File: config.mk
export PLATFORM = sky130hd
export DESIGN_NAME = poly_tone_mixer
export DESIGN_NICKNAME = d
export VERILOG_FILES = /design/src/rtl/piano_pkg.sv /design/src/rtl/tone_channel.sv /design/src/rtl/poly_tone_mixer.sv
export SDC_FILE = /design/constraint.sdc
export NUM_CORES = 1
export LEC_CHECK = 0
export CAP_MARGIN = 30
export CORE_ASPECT_RATIO = 1.5
export CORE_MARGIN = 2
export CORE_UTILIZATION = 49
export DETAILED_ROUTE_END_ITERATION = 7
export GPL_ROUTABILITY_DRIVEN = 0
export PLACE_DENSITY = 0.68
export SETUP_SLACK_MARGIN = 0.1
export SLEW_MARGIN = 40
export SYNTH_ARGS = -nofsm -noshare
export SYNTH_HDL_FRONTEND = slang
export SYNTH_SLANG_ARGS = --single-unit
File: constraint.sdc
create_clock -name clk -period 4.1 [get_ports clk]
set_input_delay 0.41 -clock clk [delete_from_list [all_inputs] [get_ports clk]]
set_output_delay 0.41 -clock clk [all_outputs]
set_load 0.03 [all_outputs]
File: src/rtl/piano_pkg.sv
// piano_pkg: shared constants and types for the polyphonic tone engine.
//   HALF_PERIOD : half-period (in 50 MHz clk cycles) of the chromatic notes
//                 C4 (index 0) up to D#5 (index 15).
//   HALF_MIN    : smallest half-period allowed after the octave shift.
//   sample_t    : signed audio sample at the default 16-bit width.
package piano_pkg;

  localparam int TAB_N = 16;
  localparam int TAB_W = 20;

  typedef logic [TAB_N-1:0][TAB_W-1:0] half_tab_t;

  // Leftmost entry is index 15 (D#5), rightmost is index 0 (C4).
  localparam half_tab_t HALF_PERIOD = {
    20'd40177, 20'd42566, 20'd45097, 20'd47778,
    20'd50619, 20'd53629, 20'd56818, 20'd60197,
    20'd63776, 20'd67568, 20'd71586, 20'd75843,
    20'd80353, 20'd85131, 20'd90193, 20'd95556
  };

  localparam int HALF_MIN = 1;

  typedef logic signed [15:0] sample_t;

endpackage

File: src/rtl/tone_channel.sv
// tone_channel: one square-wave oscillator channel.
//   clk_i, rst_ni   clock, asynchronous active-low reset
//   key_i           synchronised key level (1 = pressed)
//   decay_tick_i    shared envelope step strobe (VOLUME_ENVELOPE_EN only)
//   half_base_i     unshifted half-period for this key
//   octave_i        octave shift applied at every reload
//   contrib_o       signed contribution: +level in high phase, -level in low phase
// Optional feature macro: VOLUME_ENVELOPE_EN (release decay envelope).
module tone_channel
  import piano_pkg::*;
#(
  parameter int SAMPLE_W = 16,
  parameter int AMP      = 4096,
  parameter int PERIOD_W = 20
) (
  input  logic                       clk_i,
  input  logic                       rst_ni,
  input  logic                       key_i,
`ifdef VOLUME_ENVELOPE_EN
  input  logic                       decay_tick_i,
`endif
  input  logic [PERIOD_W-1:0]        half_base_i,
  input  logic [1:0]                 octave_i,
  output logic signed [SAMPLE_W-1:0] contrib_o
);

  logic [PERIOD_W-1:0]        cnt_q, cnt_d, half_s;
  logic                       phase_q, phase_d;
  logic                       run_s;
  logic signed [SAMPLE_W-1:0] level_s;

  // Shifted half-period, never allowed to collapse to zero.
  always_comb begin
    half_s = half_base_i >> octave_i;
    if (half_s == '0) begin
      half_s = PERIOD_W'(HALF_MIN);
    end else begin
      half_s = half_s;
    end
  end

`ifdef VOLUME_ENVELOPE_EN
  logic [SAMPLE_W-2:0] level_q, level_d;

  // Envelope: jump to full amplitude on press, step down on each tick after release.
  always_comb begin
    level_d = level_q;
    if (key_i) begin
      level_d = (SAMPLE_W-1)'(AMP);
    end else if (decay_tick_i && (level_q != '0)) begin
      level_d = level_q - (SAMPLE_W-1)'(1);
    end else begin
      level_d = level_q;
    end
  end

  // Envelope level register.
  always_ff @(posedge clk_i or negedge rst_ni) begin
    if (!rst_ni) begin
      level_q <= '0;
    end else begin
      level_q <= level_d;
    end
  end

  assign run_s   = key_i | (level_q != '0);
  assign level_s = $signed({1'b0, level_q});
`else
  assign run_s   = key_i;
  assign level_s = key_i ? SAMPLE_W'(AMP) : '0;
`endif

  // Oscillator next state; an idle channel parks at counter 0 / phase 0 so
  // the first active cycle toggles immediately (phase-aligned start).
  always_comb begin
    cnt_d   = cnt_q;
    phase_d = phase_q;
    if (run_s) begin
      if (cnt_q == '0) begin
        cnt_d   = half_s - PERIOD_W'(1);
        phase_d = ~phase_q;
      end else begin
        cnt_d   = cnt_q - PERIOD_W'(1);
        phase_d = phase_q;
      end
    end else begin
      cnt_d   = '0;
      phase_d = 1'b0;
    end
  end

  // Oscillator state registers.
  always_ff @(posedge clk_i or negedge rst_ni) begin
    if (!rst_ni) begin
      cnt_q   <= '0;
      phase_q <= 1'b0;
    end else begin
      cnt_q   <= cnt_d;
      phase_q <= phase_d;
    end
  end

  assign contrib_o = phase_q ? level_s : -level_s;

endmodule

File: src/rtl/poly_tone_mixer.sv
// poly_tone_mixer: N_KEYS square-wave channels mixed with saturation.
//   clk           system clock
//   resetn        asynchronous active-low reset
//   key_in        raw key levels (asynchronous), 1 = pressed
//   octave_sel    octave shift, applied by each channel at its next reload
//   sample_req    one-cycle request for a sample
//   sample_out    signed mixed sample, updated the cycle after a request
//   sample_valid  one-cycle pulse marking a new sample_out
//   active_count  registered count of pressed (synchronised) keys
// Optional feature macro: VOLUME_ENVELOPE_EN (release decay envelope,
// stepped every DECAY_DIV cycles by a shared prescaler).
module poly_tone_mixer
  import piano_pkg::*;
#(
  parameter int        N_KEYS    = 8,
  parameter int        SAMPLE_W  = 16,
  parameter int        AMP       = 4096,
  parameter int        PERIOD_W  = 20,
`ifdef VOLUME_ENVELOPE_EN
  parameter int        DECAY_DIV = 4096,
`endif
  parameter half_tab_t HALF_TAB  = HALF_PERIOD
) (
  input  logic                       clk,
  input  logic                       resetn,
  input  logic [N_KEYS-1:0]          key_in,
  input  logic [1:0]                 octave_sel,
  input  logic                       sample_req,
  output logic signed [SAMPLE_W-1:0] sample_out,
  output logic                       sample_valid,
  output logic [4:0]                 active_count
);

  localparam int SUM_W = SAMPLE_W + $clog2(N_KEYS);
  localparam logic signed [SUM_W-1:0] SAT_MAX = SUM_W'((2 ** (SAMPLE_W - 1)) - 1);
  localparam logic signed [SUM_W-1:0] SAT_MIN = SUM_W'(-(2 ** (SAMPLE_W - 1)));

  function automatic logic signed [SAMPLE_W-1:0] sat_f(input logic signed [SUM_W-1:0] v);
    if (v > SAT_MAX) begin
      sat_f = SAT_MAX[SAMPLE_W-1:0];
    end else if (v < SAT_MIN) begin
      sat_f = SAT_MIN[SAMPLE_W-1:0];
    end else begin
      sat_f = v[SAMPLE_W-1:0];
    end
  endfunction

  logic [N_KEYS-1:0]          sync1_q, key_s_q;
  logic [4:0]                 active_count_q, active_count_d;
  logic signed [SAMPLE_W-1:0] contrib_s [N_KEYS];
  logic signed [SUM_W-1:0]    sum_s;
  logic signed [SAMPLE_W-1:0] mix_q, sample_out_q;
  logic                       sample_valid_q;

`ifdef VOLUME_ENVELOPE_EN
  localparam int PRESC_W = $clog2(DECAY_DIV + 1);
  logic [PRESC_W-1:0] presc_q, presc_d;
  logic               decay_tick_s;

  // Shared envelope prescaler: one tick every DECAY_DIV cycles.
  always_comb begin
    decay_tick_s = (presc_q == PRESC_W'(DECAY_DIV - 1));
    if (decay_tick_s) begin
      presc_d = '0;
    end else begin
      presc_d = presc_q + PRESC_W'(1);
    end
  end

  // Prescaler register.
  always_ff @(posedge clk or negedge resetn) begin
    if (!resetn) begin
      presc_q <= '0;
    end else begin
      presc_q <= presc_d;
    end
  end
`endif

  for (genvar i = 0; i < N_KEYS; i++) begin : g_ch
    tone_channel #(
      .SAMPLE_W (SAMPLE_W),
      .AMP      (AMP),
      .PERIOD_W (PERIOD_W)
    ) u_ch (
      .clk_i        (clk),
      .rst_ni       (resetn),
      .key_i        (key_s_q[i]),
`ifdef VOLUME_ENVELOPE_EN
      .decay_tick_i (decay_tick_s),
`endif
      .half_base_i  (PERIOD_W'(HALF_TAB[i])),
      .octave_i     (octave_sel),
      .contrib_o    (contrib_s[i])
    );
  end

  // Popcount of the synchronised keys and signed sum of all contributions.
  always_comb begin
    active_count_d = '0;
    sum_s          = '0;
    for (int i = 0; i < N_KEYS; i++) begin
      active_count_d = active_count_d + 5'(key_s_q[i]);
      sum_s          = sum_s + SUM_W'(contrib_s[i]);
    end
  end

  // Two-flop key synchroniser, count, mix register and sample handshake.
  always_ff @(posedge clk or negedge resetn) begin
    if (!resetn) begin
      sync1_q        <= '0;
      key_s_q        <= '0;
      active_count_q <= '0;
      mix_q          <= '0;
      sample_out_q   <= '0;
      sample_valid_q <= 1'b0;
    end else begin
      sync1_q        <= key_in;
      key_s_q        <= sync1_q;
      active_count_q <= active_count_d;
      mix_q          <= sat_f(sum_s);
      if (sample_req) begin
        sample_out_q <= mix_q;
      end else begin
        sample_out_q <= sample_out_q;
      end
      sample_valid_q <= sample_req;
    end
  end

  assign sample_out   = sample_out_q;
  assign sample_valid = sample_valid_q;
  assign active_count = active_count_q;

endmodule
# --- Yosys cells after proc, flatten, opt, wreduce, memory -nomap -nowiden ---
# Index checks and enable logic that the tools add are counted.
word_totals:
  word_cells: 160
  inputBits: 13
  regBits: 222
classes:
  mux: 58
  eq_ne: 8
  n_reduce_logical: 16
  n_bitwise: 8
  order_cmp: 2
  shifts: 8
  n_addsub: 38
op_table:
  columns: ["op", "count"]
  rows:
  - ["20-bit 2-to-1 mux", 24]
  - ["20-bit zero test", 16]
  - ["20-bit by 1-bit subtractor with 20-bit output (second input constant)", 16]
  - ["16-bit 2-to-1 mux", 10]
  - ["17-bit by 2-bit right shift with 20-bit output (first input constant)", 7]
  - ["16-bit negator", 8]
  - ["13-bit 2-to-1 mux", 8]
  - ["19-bit by 16-bit adder with 19-bit output", 4]
  - ["16-bit by 2-bit right shift with 20-bit output (first input constant)", 1]
  - ["18-bit by 16-bit adder with 19-bit output", 1]
  - ["19-bit by 16-bit greater-than comparator with 1-bit output (second input constant)", 1]
  - ["19-bit by 16-bit < comparator with 1-bit output (second input constant)", 1]
  - ["17-bit by 16-bit adder with 18-bit output", 1]
  - ["16-bit by 16-bit adder with 17-bit output", 1]
  - ["1-bit 2-to-1 mux", 16]
  - ["2-bit by 1-bit != test with 1-bit output (second input constant)", 8]
  - ["5-bit by 1-bit adder with 5-bit output", 3]
  - ["1-bit inverter", 8]
  - ["4-bit by 1-bit adder with 5-bit output", 1]
  - ["3-bit by 1-bit adder with 4-bit output", 1]
  - ["2-bit by 1-bit adder with 3-bit output", 1]
  - ["1-bit by 1-bit adder with 2-bit output", 1]

# --- Logic depth before layout (Yosys ltp) ---
# Gate-level depths: netlist of run 1.
logic_depth:
  depth_word: 13
  depth_mapped: 16
  depth_no_buf: 14

# --- By module ---
# From an unflattened synthesis of run 1, not the netlist that was laid out.
unflattened:
  cells_unflattened: 2654
  hier_area_um2: 22808.1
modules_own_cells:
  columns: ["module", "area_each_um2", "n_inst", "seq_area_each_um2", "cells_per_inst"]
  rows:
  - ["tone_channel", 2140.8, 8, 525.5, 260]
  - ["poly_tone_mixer", 5681.7, 1, 1326.3, 574]

# --- Worst setup path before layout of run 1 ---
# Ideal clock, no wire load.
synth_path:
  kind: "register to register"
  from: "reg key_s_q[2]"
  to: "reg mix_q[12]"
  slack_ns: -0.180
  t_required_ns: 3.996
  setup_time_ns: 0.104
  period_less_slack_ns: 4.280
  path_stages_with_launch: 16
  arrival_ns: 4.176
  path_cell_list: "dfrtp_1 clkbuf_1 nand2b_1 fa_1 inv_1 fa_1 inv_1 fa_1 inv_1 fa_1 ha_1 a21o_1 a21oi_1 xnor2_1 nand3_1 a221oi_1"
synth_between:
  elab_chain_cells: 12
synth_lines:
  columns: ["item", "line_no", "rtl"]
  rows:
  - ["start, declared", "poly_tone_mixer.sv:48", "logic [N_KEYS-1:0] sync1_q, key_s_q;"]
  - ["start signal, assigned", "poly_tone_mixer.sv:119", "key_s_q <= sync1_q;"]
  - ["13-bit 2-to-1 mux (*)", "tone_channel.sv:70", "assign level_s = key_i ? SAMPLE_W'(AMP) : '0;"]
  - ["16-bit negator", "tone_channel.sv:103", "assign contrib_o = phase_q ? level_s : -level_s;"]
  - ["16-bit 2-to-1 mux (*)", "tone_channel.sv:103", null]
  - ["17-bit by 16-bit adder with 18-bit output (*)", "poly_tone_mixer.sv:104", "sum_s = sum_s + SUM_W'(contrib_s[i]);"]
  - ["18-bit by 16-bit adder with 19-bit output (*)", "poly_tone_mixer.sv:104", null]
  - ["19-bit by 16-bit adder with 19-bit output (*) (4 in a row)", "poly_tone_mixer.sv:104", null]
  - ["19-bit by 16-bit < comparator with 1-bit output", "poly_tone_mixer.sv:41", "end else if (v < SAT_MIN) begin"]
  - ["16-bit 2-to-1 mux", "poly_tone_mixer.sv:41", null]
  - ["16-bit 2-to-1 mux (*)", "poly_tone_mixer.sv:39", "if (v > SAT_MAX) begin"]
  - ["end signal, assigned", "poly_tone_mixer.sv:121", "mix_q <= sat_f(sum_s);"]
  - ["end, declared", "poly_tone_mixer.sv:52", "logic signed [SAMPLE_W-1:0] mix_q, sample_out_q;"]
# Mark *: on every way between the ends. The rest lies on a longest branch, timed or not.
# A chain may end at the register's enable or synchronous reset.

# --- Final worst setup path of run 1 ---
layout_path:
  from: "reg g_ch[0].u_ch.phase_q"
  to: "reg mix_q[12]"
layout_between:
  elab_chain_cells: 11
layout_lines:
  columns: ["item", "line_no", "rtl"]
  rows:
  - ["start, declared", "tone_channel.sv:28", "logic phase_q, phase_d;"]
  - ["start signal, assigned", "tone_channel.sv:99", "phase_q <= phase_d;"]
  - ["16-bit 2-to-1 mux (*)", "tone_channel.sv:103", null]
  - ["16-bit by 16-bit adder with 17-bit output (*)", "poly_tone_mixer.sv:104", null]
  - ["17-bit by 16-bit adder with 18-bit output (*)", "poly_tone_mixer.sv:104", null]
  - ["18-bit by 16-bit adder with 19-bit output (*)", "poly_tone_mixer.sv:104", null]
  - ["19-bit by 16-bit adder with 19-bit output (*) (4 in a row)", "poly_tone_mixer.sv:104", null]
  - ["19-bit by 16-bit < comparator with 1-bit output", "poly_tone_mixer.sv:41", null]
  - ["16-bit 2-to-1 mux", "poly_tone_mixer.sv:41", null]
  - ["16-bit 2-to-1 mux (*)", "poly_tone_mixer.sv:39", null]
# Marks and branches as above.

==> impl_results.md, run 1 <==
- Outcome: complete, but fails checks
- Violated checks: negative hold slack, negative setup slack
- Type of the tightest min-delay check: primary input to async pin
- CP Class: register to register
- H-tree depth: 4
- Critical path cell sequence: nand2b_4 -> fa_1 -> inv_2 -> fa_1 -> inv_2 -> fa_2 -> inv_2 -> fa_1 -> ha_1 -> a21o_1 -> a21oi_2 -> xnor2_2 -> nand3_1 -> a221oi_2
- Critical Path AT: 4.50 ns
- Vias per cell: 6.22
- FFs w/ async S/R, synth: 100%
- Ant. Diodes: 0
- Post-route insts no fill: 1603
- Place WS: -0.117 ns
- P&R area growth vs syn: 13.6%
- Critical Path RT: 4.47 ns
- Setup violators final: 1
- Drt first pass iters: 5
- Slowest cell on the critical path: fa_1
- Multi-input gate area: 0.00616 sq mm
- Final min period: 4.13 ns
- Routed WL per cell: 18.9 microns
- Placement Cell Area: 0.0125 sq mm
- Startpoint types: register
- Clock slew at reported path FFs: 0.07 ns
- Share of cells above drive strength 1: 13.2%
- Initial antenna violation count: 0
- Top-area cell type share of the netlist area: 42.8%
- Area leader, netlist: dfrtp_1
- Final hold vios: 32
- Top-count cell post-synth: dfrtp_1
- Syn Area/Cell: 9.45 sq um
- #FFs+latches synth: 199
- Synth Net Count: 1288
- GRT overflow: 0
- Post-route setup slack: -0.0271 ns
- Iteration-0 DRC Markers: 650
- I/O pins: 35
- Starting density of the core: 49.6%
- Final non-filler cell area: 0.0132 sq mm
- Die width: 130 microns
- TritonCTS Sinks: 199
- Total CTS buffers: 17
- Count of input and output buffers: 33
- Area of the mapped netlist: 0.0116 sq mm
- Post-synth EDFFs: 0
- CP bufs+invs: 3
- Period utilisation layout: 101%
- Top_reg_cell synth: dfrtp_1
- Dpl cells: 1569
- Filler Cell Count: 2152
- Largest cells by area after synthesis: dfrtp_1 43%, nor2_1 4.2%, fa_1 3.4%, a21oi_1 2.9%, nor3_1 2.6%
- Critical path's top delay family: adder cells
- First-pass GRT wire length: 49900 microns
- Vias in the first global route: 9878
- Clock skew: 0.0166 ns
- Nets@finish: 1328
- Die area: 0.0250 sq mm
- Total track usage: 25.4%
- Register area share after synthesis: 42.8%
- CTS tree: built
- Row count: 69
- Fmax: 0.242 GHz
- Slew @ Worst Pin: 0.856 ns
- Worst-skew pair later-pin latency: 0.46 ns
- Synth top cells by count: 199 x dfrtp_1, 130 x nor2_1, 68 x a21oi_1, 61 x nor3_1, 60 x nand2_1
- RSZ-0062 raised after global routing: true
- DR DRC count: 0
- Slowest Stage Delay on Critical Path: 0.57 ns
- Slew HR: 42.5%
- Die height: 193 microns
- Register area: 0.00498 sq mm
- Clock Tree Root: clkbuf_16
- Post-Route WL: 30300 microns
- Worst Setup End Kind: register
- Vias: 9968
- Max-Cap Viols: 0
- Synth warn: 0
- Distinct cells, synth: 80
- Final HPWL DP: 21400 microns
- Final ANT Viol Nets: 0
- Longest Clk Path Bufs: 2
- Placeable Area: 0.0235 sq mm
- Crit Path Max Fanout: 4
- WHS: -0.0261 ns
- Largest net degree at the start of global routing: 84
- Worst reg2reg setup slack: -0.03 ns
- Cells after Synth: 1231
- Final count of pins violating max slew: 0
[kinds of logic after synthesis]
kind of cell | synth area share (%)
compound gates | 20.1
simple gates | 20.7
xor+xnor | 4.14
fa+ha+maj | 6.02
other cells | 0.0322
mux | 1.27
flops | 42.8
buf+inv | 4.98
[area by class of cell]
| cell class | instances | share of cell area (%) |
|---|---|---|
| repair buffers | 94 | 6.12 |
| flip-flops and latches | 199 | 37.7 |
| clock inverters | 12 | 1.26 |
| inverters | 64 | 1.83 |
| multi-input cells | 895 | 46.6 |
| clock buffers | 20 | 3.46 |
| well taps | 319 | 3.02 |
[path summary, 6_finish.rpt]
kind,startpoint,to,depth (start not counted)
max in group asynchronous,resetn,g_ch[6].u_ch.cnt_q[11]$_DFF_PN0_,2
setup / recovery,g_ch[0].u_ch.phase_q$_DFFE_PN0P_,mix_q[12]$_DFF_PN0_,14
min in group clk,sync1_q[7]$_DFF_PN0_,key_s_q[7]$_DFF_PN0_,0
setup reg to reg,g_ch[0].u_ch.phase_q$_DFFE_PN0P_,mix_q[12]$_DFF_PN0_,14
hold reg to reg,sync1_q[7]$_DFF_PN0_,key_s_q[7]$_DFF_PN0_,0
hold / removal,resetn,g_ch[0].u_ch.cnt_q[10]$_DFF_PN0_,1
[through the flow]
stage	util [%]	hold WS, ns	setup TNS (ns)
finish	56.3	-0.0261	-0.0271
global route	56.3	0.0250	-0.638
CTS	56.2	0.00194	-0.130
detailed placement	53.4	0.357	-0.423
global placement	53.3	0.333	-0.0472
floorplan	-	0.114	0
[per-layer routing]
layer / share of wire [%] / GRT usage [%] / wire [microns]
met1: 41 / 30.3 / 12300
met2: 52 / 44.8 / 15900
met3: 3.4 / 3.69 / 1020
met4: 3.6 / 12.0 / 1100
met5: 0 / 0 / 0
[sequential cells by signal (all words and copies together) (netlist names)]
register / count
sample_valid: 1
mix_q: 5
g_ch.u_ch.cnt_q: 160
g_ch.u_ch.phase_q: 8
key_s_q: 8
sync1_q: 8
active_count: 4
sample_out: 5
[layout by cell type (no fill, tap or decap), types with 15 or more instances in the layout]
| master | instances |
|---|---|
| ha_1 | 23 |
| inv_1 | 53 |
| dfrtp_1 | 198 |
| nor2_1 | 128 |
| a21oi_1 | 67 |
| nand3_1 | 21 |
| a211oi_1 | 37 |
| or2_2 | 15 |
| nand2_1 | 60 |
| fa_1 | 18 |
| clkbuf_16 | 17 |
| a31oi_1 | 38 |
| nor4_1 | 28 |
| or4_1 | 22 |
| or3_1 | 27 |
| buf_4 | 59 |
| xor2_1 | 20 |
| xnor2_1 | 33 |
| o21ai_0 | 39 |
| o31ai_1 | 16 |
| nor3_1 | 60 |
| clkdlybuf4s50_1 | 32 |
[repair_timing]
| action | in CTS | in global routing |
|---|---|---|
| setup endpoints to repair | 5 | 5 |
| pin swaps | 9 | 8 |
| buffers inserted | 1 | 1 |
| hold endpoints to repair | 0 | 0 |
| gates resized for setup | 9 | 4 |
| hold buffers | 0 | 0 |
Power of run 1 is left out: the tool's default activity adds up to more than one toggle a clock period on the data nets, which glitch-free logic cannot reach.
==> run 2, diff against run 1 <==
--- a/config.mk
+++ b/config.mk
@@ -5,6 +5,7 @@
 export SDC_FILE = /design/constraint.sdc
 export NUM_CORES = 1
 export LEC_CHECK = 0
+export ABC_AREA = 1
 export CAP_MARGIN = 30
 export CORE_ASPECT_RATIO = 1.5
 export CORE_MARGIN = 2
==> run 2 against run 1 <==
Effect of this change: the flow now finishes without violations; utilization is 1.1 points lower; critical endpoint is now mix_q[14]$_DFF_PN0_; first-iteration DRC count is 3.7% lower; sequential share of layout area is 2.4 points lower; largest cell class unchanged; final area is 6.7% higher; routed wire length is 1.7% lower; clock skew is 0.0011 ns higher; worst hold slack better by 0.38 ns; synthesized cell count is 39% higher; die area is 8.7% higher; register-to-register slack better by 0.25 ns; clock-buffer cell count is 2 lower.
==> impl_results.md, run 2 <==
- Die area: 0.0272 sq mm (was 0.0250 sq mm)
- Placeable Area: 0.0256 sq mm (was 0.0235 sq mm)
- Largest cells by area after synthesis: dfrtp_1 39%, nor2_1 11%, nand2_1 9.7%, inv_1 7.1%, nand3_1 3.9% (was dfrtp_1 43%, nor2_1 4.2%, fa_1 3.4%, a21oi_1 2.9%, nor3_1 2.6%)
- Count of input and output buffers: 33 (unchanged)
- TritonCTS Sinks: 199 (unchanged)
- Final count of pins violating max slew: 0 (unchanged)
- Multi-input gate area: 0.00660 sq mm (was 0.00616 sq mm)
- Worst Setup End Kind: register (unchanged)
- Total track usage: 23.0% (was 25.4%)
- Distinct cells, synth: 46 (was 80)
- Worst-skew pair later-pin latency: 0.46 ns (about the same)
- Top_reg_cell synth: dfrtp_1 (unchanged)
- Setup violators final: 0 (was 1)
- Fmax: 0.258 GHz (was 0.242 GHz)
- Top-count cell post-synth: nor2_1 (was dfrtp_1)
- Top-area cell type share of the netlist area: 39.3% (was 42.8%)
- Post-Route WL: 29800 microns (was 30300 microns)
- Longest Clk Path Bufs: 2 (unchanged)
- Vias: 10800 (was 9968)
- First-pass GRT wire length: 50100 microns (was 49900 microns)
- P&R area growth vs syn: 11.3% (was 13.6%)
- Area of the mapped netlist: 0.0127 sq mm (was 0.0116 sq mm)
- Slowest cell on the critical path: fa_1 (unchanged)
- Max reg flops: 160 (unchanged)
- FFs w/ async S/R, synth: 100% (unchanged)
- Outcome: finished clean (was complete, but fails checks)
- Initial antenna violation count: 1 (was 0)
- Clock slew at reported path FFs: 0.08 ns (was 0.07 ns)
- Most flops, register: g_ch.u_ch.cnt_q (unchanged)
- Cells after Synth: 1709 (was 1231)
- Final min period: 3.87 ns (was 4.13 ns)
- Row count: 72 (was 69)
- CP Class: register to register (unchanged)
- Final hold vios: 0 (was 32)
- Largest net degree at the start of global routing: 102 (was 84)
- Routed WL per cell: 14.1 microns (was 18.9 microns)
- H-tree depth: 4 (unchanged)
- Filler Cell Count: 2430 (was 2152)
- Share of cells above drive strength 1: 12.2% (was 13.2%)
- Synth warn: 0 (unchanged)
- Register area: 0.00498 sq mm (about the same)
- Die height: 201 microns (was 193 microns)
- Period utilisation layout: 94.5% (was 101%)
- Final HPWL DP: 22600 microns (was 21400 microns)
- R2R cell count: 16 (was 14)
- Total CTS buffers: 17 (unchanged)
- Max-Cap Viols: 0 (unchanged)
- Most frequent cells in the layout: 364 x nor2_1, 322 x nand2_1, 233 x inv_1 (was 198 x dfrtp_1, 128 x nor2_1, 67 x a21oi_1)
- CTS tree: built (unchanged)
- Syn Area/Cell: 7.42 sq um (was 9.45 sq um)
- Drt first pass iters: 5 (unchanged)
- Clock Tree Root: clkbuf_16 (unchanged)
- Slowest Stage Delay on Critical Path: 0.54 ns (was 0.57 ns)
- Iteration-0 DRC Markers: 626 (was 650)
- Crit Path Max Fanout: 4 (unchanged)
- Nets@finish: 1816 (was 1328)
- Starting density of the core: 49.5% (was 49.6%)
- Post-synth EDFFs: 0 (unchanged)
- Critical path cell sequence: inv_2 -> nand2_2 -> fa_1 -> inv_2 -> fa_1 -> inv_2 -> fa_1 -> fa_1 -> inv_1 -> ha_2 -> fa_2 -> or2_4 -> a21oi_2 -> nand2_1 -> nand2_2 -> nand2_1 (was nand2b_4 -> fa_1 -> inv_2 -> fa_1 -> inv_2 -> fa_2 -> inv_2 -> fa_1 -> ha_1 -> a21o_1 -> a21oi_2 -> xnor2_2 -> nand3_1 -> a221oi_2)
- DR DRC count: 0 (unchanged)
- Hold path depth: 0
- CP most frequent cell: fa_1
- Critical Path AT: 4.22 ns (was 4.50 ns)
- Slew @ Worst Pin: 0.540 ns (was 0.856 ns)
- Register area share after synthesis: 39.3% (was 42.8%)
- #FFs+latches synth: 199 (unchanged)
- Vias per cell: 5.12 (was 6.22)
- Area leader, netlist: dfrtp_1 (unchanged)
- Die width: 135 microns (was 130 microns)
- Vias in the first global route: 10700 (was 9878)
- Final ANT Viol Nets: 0 (unchanged)
- Startpoint types: register (unchanged)
- Synth Net Count: 1766 (was 1288)
- Slew HR: 63.9% (was 42.5%)
- Critical Path RT: 4.45 ns (was 4.47 ns)
- Synth top cells by count: 364 x nor2_1, 327 x nand2_1, 240 x inv_1, 199 x dfrtp_1, 99 x nand3_1 (was 199 x dfrtp_1, 130 x nor2_1, 68 x a21oi_1, 61 x nor3_1, 60 x nand2_1)
- Most common cell after layout, fill and taps aside: nor2_1 (was dfrtp_1)
- Clock skew: 0.0177 ns (was 0.0166 ns)
- RSZ-0062 raised after global routing: true (unchanged)
- Ant. Diodes: 0 (unchanged)
- GRT overflow: 0 (unchanged)
- Type of the tightest min-delay check: register to register (was primary input to async pin)
- I/O pins: 35 (unchanged)
- Post-route setup TNS: 0 ns (was -0.0271 ns)
-- run 2: changes by cell type after synthesis, moves of 37 or more --
cell | before | now
nand4_1 | 11 | 59
a31oi_1 | 38 | 1
nand2_1 | 60 | 327
nor2_1 | 130 | 364
nor3_1 | 61 | 18
nand3_1 | 21 | 99
a211oi_1 | 38 | 0
clkbuf_1 | 53 | 7
inv_1 | 57 | 240
-- run 2: worst max-delay path: cells and delay by family (launching register included) --
kind / cells / cell delay (ns)
fa+ha+maj: 6 / 2.53
simple gates: 5 / 0.53
flops: 1 / 0.38
buf+inv: 4 / 0.21
compound gates: 1 / 0.13
-- run 2: layout make-up --
| class | count | share of cell area (%) |
|---|---|---|
| flip-flops and latches | 199 | 35.3 |
| inverters | 254 | 6.76 |
| multi-input cells | 1226 | 46.8 |
| clock inverters | 14 | 0.984 |
| well taps | 333 | 2.95 |
| repair buffers | 61 | 4.11 |
| clock buffers | 18 | 3.11 |
-- run 2: kinds of logic (layout without fill, tap and decap cells) --
| kind of cell | Yosys count | in the layout | synth area share (%) |
|---|---|---|---|
| adder cells (fa/ha/maj) | 44 | 44 | 5.53 |
| flip-flops | 199 | 199 | 39.3 |
| buffers and inverters | 284 | 347 | 9.11 |
| XOR/XNOR | 19 | 19 | 1.31 |
| multiplexers | 5 | 5 | 0.444 |
| other | 1 | 1 | 0.0296 |
| AND/OR/NAND/NOR | 970 | 970 | 35.2 |
| AO/OA/AOI/OAI | 187 | 187 | 9.10 |
-- run 2: repair_timing --
action,4_1_cts,5_1_grt
gates resized for setup,0,17
endpoints found under the setup margin,0,4
setup buffers,0,1
hold buffers,0,1
hold endpoints to repair,0,25
-- run 2: per-layer routing --
layer | vias to the layer above | GRT usage, % | wire length [microns]
li1 | 5500 | - | -
met1 | 5018 | 27.7 | 12300
met2 | 210 | 40.7 | 15400
met3 | 60 | 3.74 | 1040
met4 | 0 | 9.30 | 965
met5 | - | 0 | 0
-- run 2: final timing paths --
check / start / endpoint / slack, ns
max in group asynchronous: resetn / g_ch[5].u_ch.cnt_q[3]$_DFF_PN0_ / 2.98
hold reg to reg: sync1_q[3]$_DFF_PN0_ / key_s_q[3]$_DFF_PN0_ / 0.35
hold / removal: sync1_q[3]$_DFF_PN0_ / key_s_q[3]$_DFF_PN0_ / 0.35
setup / recovery: g_ch[2].u_ch.phase_q$_DFFE_PN0P_ / mix_q[14]$_DFF_PN0_ / 0.23
setup reg to reg: g_ch[2].u_ch.phase_q$_DFFE_PN0P_ / mix_q[14]$_DFF_PN0_ / 0.23
min in group asynchronous: resetn / g_ch[6].u_ch.cnt_q[7]$_DFF_PN0_ / 0.39
-- run 2: stage by stage --
stage                     instance area, sq um  util [%]  instances  setup WS (ns)  hold WS, ns
final                                    14100      55.1       2105          0.226        0.353
after global routing                     14100      55.1       2105         0.0447        0.360
after CTS                                14000      54.8       2102          0.120       0.0645
after detailed placement                 13400      52.5       2070          0.127        0.336
after global placement                   13400      52.5       2070          0.214        0.340
after floorplan                          12700         -       1709         0.0984        0.114
Power of run 2 is left out for the same reason.
==> run 3, diff against run 2 <==
--- a/config.mk
+++ b/config.mk
@@ -5,7 +5,6 @@
 export SDC_FILE = /design/constraint.sdc
 export NUM_CORES = 1
 export LEC_CHECK = 0
-export ABC_AREA = 1
 export CAP_MARGIN = 30
 export CORE_ASPECT_RATIO = 1.5
 export CORE_MARGIN = 2
==> results of run 3 <==
Final layout, timing and power as in run 1 (identical DEF).
Power of run 3 is left out for the same reason.
